File: src/rtl/md5core_input_buf_pkg.sv
// Shared types for the per-core md5 input block buffer: slot/read-FSM encodings
// and the round-robin slot picker.
package md5core_input_buf_pkg;

  localparam int N_SLOTS    = 4;
  localparam int DATA_WIDTH = 32;
  localparam int BLK_OP_MSB = 1;

  typedef logic [BLK_OP_MSB:0] blk_op_t;
  typedef logic [1:0]          slot_idx_t;
  typedef logic [3:0]          word_idx_t;

  typedef enum logic [1:0] {
    SLOT_EMPTY = 2'd0,
    SLOT_FULL  = 2'd1,
    SLOT_BUSY  = 2'd2
  } slot_state_e;

  typedef enum logic [1:0] {
    RD_IDLE  = 2'd0,
    RD_READ  = 2'd1,
    RD_DRAIN = 2'd2
  } rd_state_e;

  typedef struct packed {
    logic      found;
    slot_idx_t idx;
  } rr_pick_t;

  // First set bit of full at or after ptr, wrapping; scanning downwards lets
  // the nearest candidate overwrite any farther one.
  function automatic rr_pick_t rr_pick(input logic [N_SLOTS-1:0] full,
                                       input slot_idx_t          ptr);
    rr_pick_t  res;
    slot_idx_t idx;
    res = '0;
    for (int k = N_SLOTS - 1; k >= 0; k--) begin
      idx = ptr + slot_idx_t'(k);
      if (full[idx]) begin
        res.found = 1'b1;
        res.idx   = idx;
      end
    end
    return res;
  endfunction

endpackage

File: src/rtl/md5core_input_buf_ram.sv
// Single-write, registered-read RAM used as block storage for a core buffer.
// The read register holds its value while rd_en is low.
module md5core_input_buf_ram #(
  parameter int ADDR_W = 6,
  parameter int DATA_W = 32
) (
  input  logic              clk,
  input  logic              rst,
  input  logic              wr_en,
  input  logic [ADDR_W-1:0] wr_addr,
  input  logic [DATA_W-1:0] wr_data,
  input  logic              rd_en,
  input  logic [ADDR_W-1:0] rd_addr,
  output logic [DATA_W-1:0] rd_data
);

  logic [DATA_W-1:0] mem_q [2**ADDR_W];
  logic [DATA_W-1:0] rd_data_q;
  logic [DATA_W-1:0] rd_data_d;

  // NOTE: the array has no reset so it can map onto RAM primitives; only the
  // read register is cleared.
  always_ff @(posedge clk) begin
    if (wr_en) mem_q[wr_addr] <= wr_data;
  end

  // NOTE: combinational blocks use blocking '=', clocked blocks use '<=' so
  // every flop samples pre-edge values regardless of statement order.
  always_comb begin
    rd_data_d = rd_en ? mem_q[rd_addr] : rd_data_q;
  end

  always_ff @(posedge clk or posedge rst) begin
    if (rst) rd_data_q <= '0;
    else     rd_data_q <= rd_data_d;
  end

  assign rd_data = rd_data_q;

endmodule

File: src/rtl/md5core_input_buf.sv
// Per-core input buffer: four thread slots of 16 words each, filled from the
// write fan-out and streamed to the md5 core one block at a time, round-robin.
module md5core_input_buf
  import md5core_input_buf_pkg::*;
(
  input  logic                  CLK,
  input  logic                  RST,
  input  logic                  wr_en,
  input  logic [3:0]            wr_addr,
  input  logic [DATA_WIDTH-1:0] din,
  input  logic                  input_ctx,
  input  logic                  input_seq,
  input  blk_op_t               blk_op,
  input  logic                  set_input_ready,
  output logic [N_SLOTS-1:0]    slot_empty,
  input  logic                  core_ready,
  output logic [DATA_WIDTH-1:0] core_dout,
  output logic                  core_dout_valid,
  output logic [3:0]            core_dout_addr,
  output logic                  core_blk_start,
  output logic [1:0]            core_thread,
  output blk_op_t               core_blk_op,
  output logic                  slot_done,
  output logic                  err
);

  slot_state_e          state_q [N_SLOTS];
  slot_state_e          state_d [N_SLOTS];
  blk_op_t              tag_q   [N_SLOTS];
  blk_op_t              tag_d   [N_SLOTS];
  logic [N_SLOTS-1:0]   slot_empty_q, slot_empty_d;
  rd_state_e            fsm_q, fsm_d;
  slot_idx_t            rr_ptr_q, rr_ptr_d;
  slot_idx_t            thread_q, thread_d;
  blk_op_t              blk_op_q, blk_op_d;
  word_idx_t            rd_cnt_q, rd_cnt_d;
  word_idx_t            dout_addr_q, dout_addr_d;
  logic                 valid_q, valid_d;
  logic                 blk_start_q, blk_start_d;
  logic                 slot_done_q, slot_done_d;
  logic                 err_q, err_d;

  logic [N_SLOTS-1:0]   full_vec;
  rr_pick_t             pick;
  slot_idx_t            wr_slot;
  logic                 rd_en;

  assign wr_slot = {input_ctx, input_seq};

  md5core_input_buf_ram #(
    .ADDR_W (6),
    .DATA_W (DATA_WIDTH)
  ) u_ram (
    .clk     (CLK),
    .rst     (RST),
    .wr_en   (wr_en),
    .wr_addr ({wr_slot, wr_addr}),
    .wr_data (din),
    .rd_en   (rd_en),
    .rd_addr ({thread_q, rd_cnt_q}),
    .rd_data (core_dout)
  );

  always_comb begin
    for (int i = 0; i < N_SLOTS; i++) full_vec[i] = (state_q[i] == SLOT_FULL);
    pick = rr_pick(full_vec, rr_ptr_q);
  end

  always_comb begin
    // NOTE: every output of this block gets a default first so no path
    // leaves a variable unassigned and infers a latch.
    state_d     = state_q;
    tag_d       = tag_q;
    fsm_d       = fsm_q;
    rr_ptr_d    = rr_ptr_q;
    thread_d    = thread_q;
    blk_op_d    = blk_op_q;
    rd_cnt_d    = rd_cnt_q;
    dout_addr_d = dout_addr_q;
    valid_d     = 1'b0;
    blk_start_d = 1'b0;
    slot_done_d = 1'b0;
    err_d       = err_q;
    rd_en       = 1'b0;

    // Upstream side works only from state_q, so a slot completed this cycle
    // cannot be picked by the read side until the next one.
    if (set_input_ready) begin
      if (state_q[wr_slot] == SLOT_EMPTY) begin
        state_d[wr_slot] = SLOT_FULL;
        tag_d[wr_slot]   = blk_op;
      end else begin
        err_d = 1'b1;
      end
    end
    if (wr_en && state_q[wr_slot] == SLOT_BUSY) err_d = 1'b1;

    unique case (fsm_q)
      RD_IDLE: begin
        if (core_ready && pick.found) begin
          thread_d           = pick.idx;
          blk_op_d           = tag_q[pick.idx];
          state_d[pick.idx]  = SLOT_BUSY;
          rd_cnt_d           = '0;
          fsm_d              = RD_READ;
        end
      end
      RD_READ: begin
        rd_en       = 1'b1;
        valid_d     = 1'b1;
        dout_addr_d = rd_cnt_q;
        blk_start_d = (rd_cnt_q == '0);
        rd_cnt_d    = rd_cnt_q + word_idx_t'(1);
        if (rd_cnt_q == word_idx_t'(15)) begin
          rr_ptr_d = thread_q + slot_idx_t'(1);
          fsm_d    = RD_DRAIN;
        end
      end
      RD_DRAIN: begin
        // Word 15 is on the output this cycle; the slot frees at the edge.
        state_d[thread_q] = SLOT_EMPTY;
        slot_done_d       = 1'b1;
        fsm_d             = RD_IDLE;
      end
      default: fsm_d = RD_IDLE;
    endcase

    for (int i = 0; i < N_SLOTS; i++) slot_empty_d[i] = (state_d[i] == SLOT_EMPTY);
  end

  always_ff @(posedge CLK or posedge RST) begin
    if (RST) begin
      for (int i = 0; i < N_SLOTS; i++) begin
        state_q[i] <= SLOT_EMPTY;
        tag_q[i]   <= '0;
      end
      slot_empty_q <= '1;
      fsm_q        <= RD_IDLE;
      rr_ptr_q     <= '0;
      thread_q     <= '0;
      blk_op_q     <= '0;
      rd_cnt_q     <= '0;
      dout_addr_q  <= '0;
      valid_q      <= 1'b0;
      blk_start_q  <= 1'b0;
      slot_done_q  <= 1'b0;
      err_q        <= 1'b0;
    end else begin
      state_q      <= state_d;
      tag_q        <= tag_d;
      slot_empty_q <= slot_empty_d;
      fsm_q        <= fsm_d;
      rr_ptr_q     <= rr_ptr_d;
      thread_q     <= thread_d;
      blk_op_q     <= blk_op_d;
      rd_cnt_q     <= rd_cnt_d;
      dout_addr_q  <= dout_addr_d;
      valid_q      <= valid_d;
      blk_start_q  <= blk_start_d;
      slot_done_q  <= slot_done_d;
      err_q        <= err_d;
    end
  end

  assign slot_empty      = slot_empty_q;
  assign core_dout_valid = valid_q;
  assign core_dout_addr  = dout_addr_q;
  assign core_blk_start  = blk_start_q;
  assign core_thread     = thread_q;
  assign core_blk_op     = blk_op_q;
  assign slot_done       = slot_done_q;
  assign err             = err_q;

endmodule

File: config.mk
export PLATFORM = sky130hd
export DESIGN_NAME = md5core_input_buf
export DESIGN_NICKNAME = d
export VERILOG_FILES = /design/src/rtl/md5core_input_buf_pkg.sv /design/src/rtl/md5core_input_buf_ram.sv /design/src/rtl/md5core_input_buf.sv
export SDC_FILE = /design/constraint.sdc
export NUM_CORES = 2
export LEC_CHECK = 0
export CAP_MARGIN = 20
export CORE_ASPECT_RATIO = 0.5
export CORE_MARGIN = 5
export CORE_UTILIZATION = 35
export DETAILED_ROUTE_END_ITERATION = 6
export SYNTH_ARGS = -nofsm -noshare
export SYNTH_HDL_FRONTEND = slang
export SYNTH_SLANG_ARGS = --single-unit
export TNS_END_PERCENT = 20
File: constraint.sdc
create_clock -name CLK -period 4.45 [get_ports CLK]
set_input_delay 1.335 -clock CLK [delete_from_list [all_inputs] [get_ports CLK]]
set_output_delay 1.335 -clock CLK [all_outputs]
set_load 0.01 [all_outputs]
After elaboration in Yosys (flattened, before gate mapping):

Memory sizes are Yosys's and may differ from the RTL's. A register that Yosys moved wholly into a read port is not among the register bits.
Index checks and enable logic that the tools add are counted.

* RAM bits: 2048
* word-level logic and storage cells: 119
* register bits: 40
* memories: 1

Memories
* u_ram.mem_q: depth 64, width 32, read ports 1, clocked after memory_dff 1, wr ports 1, RTL line md5core_input_buf_ram.sv:17 `logic [DATA_W-1:0] mem_q [2**ADDR_W];`

* $lt $le $gt $ge: 10
* eq/ne operators: 11
* reduce and logical (&&, ||, !) cells: 20
* $add $sub $neg: 5
* mux-type cells: 42
* bitwise logic cells: 11

Operators with widths (number)
* $mux 8: 3
* $mux 2: 9
* $pmux 8 s2: 1
* $demux 2 s2: 3
* $logic_not 2->1: 6
* $lt 2x3->1 const B: 4
* $mux 1: 12
* $mux 3: 4
* $reduce_and 2->1: 6
* $eq 2x1->1 const B: 5
* $ge 3x3->1 const B: 3
* $lt 3x1->1 const B: 3
* $not 2->3: 3
* $and 4x4->4: 2
* $and 8x8->8: 1
* $bmux 1 s2: 4
* $bmux 2 s2: 2
* $bwmux 8: 1
* $not 4->4: 2
* $not 8->8: 1
* $or 4x4->4: 2
* $pmux 4 s2: 1
* $logic_and 1x1->1: 5
* $add 2x1->2 const B: 2
* 10 further kinds: 14

Longest topological paths before layout:

* depth after elaboration: 17
* depth in mapped cells: 10
* mapped depth without buffers: 6

Modules after synthesis:

From an unflattened synthesis, not the netlist that was laid out.

* cell total of the unflattened synthesis: 3997
* area, all modules: 81490.7 um^2

By module, submodules not included
* md5core_input_buf_ram: area each 79626.4 um^2, sequential area each 62299.8 um^2, times used 1, cells an instance 3834
* md5core_input_buf: area each 1864.3 um^2, sequential area each 1006.0 um^2, times used 1, cells an instance 163

Worst setup path after synthesis:

Ideal clock, no wire load.

* kind: input -> register
* from: in input_ctx
* to: mem u_ram.mem_q[48][0], enable pin
* arrival time: 4286 ps
* required time: 3989 ps
* stages on the path: 5
* path buffers: 1
* setup slack: -297 ps
* cells stage by stage: clkbuf_1 nand2_1 nor3b_1 nand2b_1 nor3_1

RTL lines
* start, declared: RTL line md5core_input_buf.sv:11 `input logic input_ctx,`
* end, declared: RTL line md5core_input_buf_ram.sv:17

No word-level cell before the write port.

==> summary by stage <==
Worst setup path
The critical path in this run is classified as register to register. STA classifies the critical path endpoint as a register. The critical path goes through nor2b_4, buf_12, buf_4, a22oi_1, a31oi_1, o21ai_0, a221o_1. The critical path data arrival time is 4.38 ns. The critical path's slowest cell is dfrtp_4. The biggest fanout along the worst timing path is 33. The total stage count of the critical path is 7. The worst setup path is launched from a register. The slack of the worst reg-to-reg path is 0.80 ns. The depth of the worst register-to-register path is 7.

Among cell families on the critical path, the largest total delay comes from compound AO/OA/AOI/OAI gates. Counting both buffers and inverters, the worst setup path holds a total of 2. The data required time at the worst endpoint is 5.18 ns. The largest incremental delay on the critical path is 1.01 ns.

Run status
The flow ran to the end, but the final reports show violations. The checks that failed: DRC.

Place
Summed over all nets, the half-perimeter wirelength after detailed placement is 144000 µm. The count of input and output buffers is 92. The number of placed cells counting well taps is 6963.

The routability congestion estimate from global placement is 0.893. The total cell area at the placement stage is 0.0882 mm².

Global route
The number of antenna violations at the first check in global routing is 9. The largest net degree at the start of global routing is 81. The first global-routing pass estimated 322000 µm of wire. The number of global-route vias before repair came to 40500. The total track usage is 18.7%. After global routing the overflow that remains totals 0.

Clocking
Clock tree synthesis inserted a total of 195 buffers. In this run, post-CTS hold repair placed 0 buffers. The H-tree level count is 4. The post-cts resize count is 0.

CTS placed an instance of clkbuf_16 at the clock tree root. The number of buffers inserted by post-CTS setup repair is 0. Clock-pin slew was measured on the worst setup and hold paths at 0.07 ns. TritonCTS built the clock tree. The clock reaches the later pin of the worst-skew pair after 0.84 ns. The number of sinks on the clock net is 2120. The clock passes through at most 3 buffers.

Yosys
Counting every instance in the synthesized netlist gives 3711. Yosys mapped the design onto 57 distinct sky130hd cell types. The number of nets handed over by synthesis was 3762. Summing every instance area after synthesis gives 0.0813 mm².

The predominant post-synthesis flop cell is edfxtp_1. The number of synthesized flops with an enable pin is 2048. The total of warnings raised by yosys is 0.

The mean area per synthesized cell is 21.9 µm². Sequential elements use 77.8% of the synthesized area. After synthesis the netlist holds a flip-flop and latch count of 2120. The fraction of registers with async set or reset after synthesis is 3.40%.

Final layout
The proportion of layout cells with a drive suffix above 1 is 27.0%. The commonest non-fill, non-tap cell in the layout is edfxtp_1. Excluding fillers, the count of instances in the completed layout stands at 7326. In the layout the commonest cells are 2048 x edfxtp_1, 465 x mux4_2, 197 x clkbuf_16. The area growth from synthesis to layout is 16.2%. The final net count is 4103. The final instance area is 0.0945 mm².

Timing
Setup violations remaining at the end of the flow were counted as 0. The worst clock skew is 0.0310 ns. The final hold violation count was 0. At the pin with the least slew margin, the transition time is 1.17 ns. Across all hold checks on the routed design, the worst slack comes to 0.483 ns. In this run the tightest slew margin relative to its limit is 21.8%.

Setup repair after global routing left no endpoint under its margin. The max-slew violation count was 0. The final period utilization is 82.1%. Based on the critical path, the design can be clocked at up to 0.274 GHz. For the finished layout, the period the worst path requires is 3.65 ns.

Worst hold path
The cell count of the worst hold path is 1. The tightest min-delay check is of the register to register type.

Die
The area enclosed by the die boundary is 0.243 mm². In this run the count of I/O pins placed on the die edge is 93. The area of the core region is 0.232 mm². Once the floorplan was initialized, standard cells occupied 35.1% of the core. After floorplanning, the core was divided into 125 placement rows. The die boundary width is 692 µm.

The die is 351 µm tall.

Power and ir drop
The switching power as a share of total power is 32.1%. The highest ir drop seen on vdd is 444 µV. In this run the power density over the cells is 597 mW/mm².

Summed over all cells, the static leakage comes to 29.5 nW. The share of power burned in combinational logic is 29.6%. The clock network is responsible for 29.2% of the overall power.

The net switching power is 18.1 mW. Cell internal power was estimated by the tool at 38.3 mW. The part of the total power dissipated in sequential elements is 41.1%.

Route
Dividing the detail-routed via count by the number of cells gives 5.61. The wire length per cell is 31.3 µm. The initial detailed-routing violation count is 5259. For this run, the detailed router's first-pass iteration total came to 7. The routed wire length is 230000 µm. The number of nets still failing antenna checks after routing is 0. For this run, design rule violations remaining after detail routing come to 1. The routed layout has 41100 vias.

Job
The tool flagged a number of max-cap violations equal to 0.
==> worst register-to-register path, cell delays in order, from the launching register on <==
cell	delay, ns
dfrtp_4	1.01
nor2b_4	0.50
buf_12	0.22
buf_4	0.34
a22oi_1	0.14
a31oi_1	0.50
o21ai_0	0.44
a221o_1	0.39
==> stage by stage <==
stage                     util [%]  power (mW)  setup WS, ns  setup TNS (ns)
after floorplan                  -        33.0        -0.294           -9.41
after global placement        38.1        40.3         0.441               0
after detailed placement      38.1        40.4         0.443               0
after CTS                     40.8        56.8         0.781               0
after global routing          40.8        58.3         0.776               0
final                         40.8        56.4         0.797               0
==> path summary, 6_finish.rpt <==
check | startpoint | end
max | rd_cnt_q[2] | u_ram.rd_data[21]
min | err | err
max reg2reg | rd_cnt_q[2] | u_ram.rd_data[21]
min reg2reg | err | err
max in group asynchronous | RST | slot_empty[3]
min in group asynchronous | RST | tag_q[6]
==> registers in the layout, indices dropped and copies added (netlist names) <==
name,count
rd_cnt_q,4
rr_ptr_q,2
core_dout_addr,4
core_thread,2
slot_empty,4
state_q,8
err,1
slot_done,1
core_blk_op,2
fsm_q,2
core_blk_start,1
u_ram.rd_data,32
u_ram.mem_q,2048
core_dout_valid,1
tag_q,8
==> final cells by class <==
class,instances,area [µm²]
Tap cell,3111,3890
Sequential cell,2120,63300
Antenna cell,4,10.0
Fill cell,20000,137000
Clock inverter,116,1080
Timing Repair Buffer,346,3610
Multi-Input combinational cell,1378,17400
Clock buffer,240,5130
Inverter,11,45.0
==> synthesized netlist by cell type, types with 4 or more instances <==
master | count | area share, %
o221ai_1 | 30 | 0.32
nand2b_1 | 11 | 0.085
buf_6 | 15 | 0.21
o41ai_1 | 9 | 0.097
edfxtp_1 | 2048 | 76
nor2b_1 | 33 | 0.25
mux4_2 | 465 | 13
buf_2 | 77 | 0.47
and2_0 | 11 | 0.085
and3_1 | 6 | 0.046
a31oi_1 | 47 | 0.36
nand3_1 | 33 | 0.20
a21oi_1 | 6 | 0.037
dfrtp_1 | 68 | 2.1
a31o_2 | 10 | 0.11
a211oi_1 | 33 | 0.30
clkbuf_1 | 64 | 0.30
a2111oi_0 | 11 | 0.12
o22ai_1 | 18 | 0.14
ha_1 | 6 | 0.092
dfstp_2 | 4 | 0.13
mux2i_1 | 194 | 2.4
nand2_1 | 129 | 0.60
nor2_1 | 77 | 0.36
and2_1 | 12 | 0.092
mux2_2 | 12 | 0.17
buf_4 | 36 | 0.33
o22a_1 | 10 | 0.11
a22oi_1 | 99 | 0.91
nor3_1 | 17 | 0.10
a221oi_1 | 13 | 0.14
inv_1 | 8 | 0.037
o21ai_0 | 35 | 0.22
buf_1 | 10 | 0.046
a221oi_2 | 4 | 0.074
a221o_1 | 13 | 0.16
==> layer usage <==
layer | share of wire, % | wire length (µm) | global-route usage [%]
met3 | 8.7 | 19900 | 3.38
met4 | 2.9 | 6770 | 5.69
met5 | 0 | 0 | 0
met1 | 40 | 92900 | 26.1
met2 | 48 | 110000 | 30.1
==> cell families (layout without fill, tap and decap cells) <==
| kind of cell | count (synthesis) | in the layout | share of synthesized area [%] |
|---|---|---|---|
| other cells | 0 | 4 | 0 |
| mux | 671 | 671 | 15.4 |
| compound gates | 352 | 352 | 3.24 |
| simple gates | 347 | 347 | 1.98 |
| buf+inv | 213 | 713 | 1.41 |
| xor+xnor | 2 | 2 | 0.0215 |
| fa+ha+maj | 6 | 6 | 0.0923 |
| flops | 2120 | 2120 | 77.8 |
==> power groups by stage <==
stage	logic, mW	registers, mW	clock network [mW]
6_report	16.7	23.2	16.5
3_5_place_dp	16.7	23.7	0
5_1_grt	17.4	23.2	17.6
2_1_floorplan	9.92	23.0	0
4_1_cts	16.8	23.2	16.7
3_3_place_gp	16.6	23.6	0
Power figures use the tool's default switching activity.
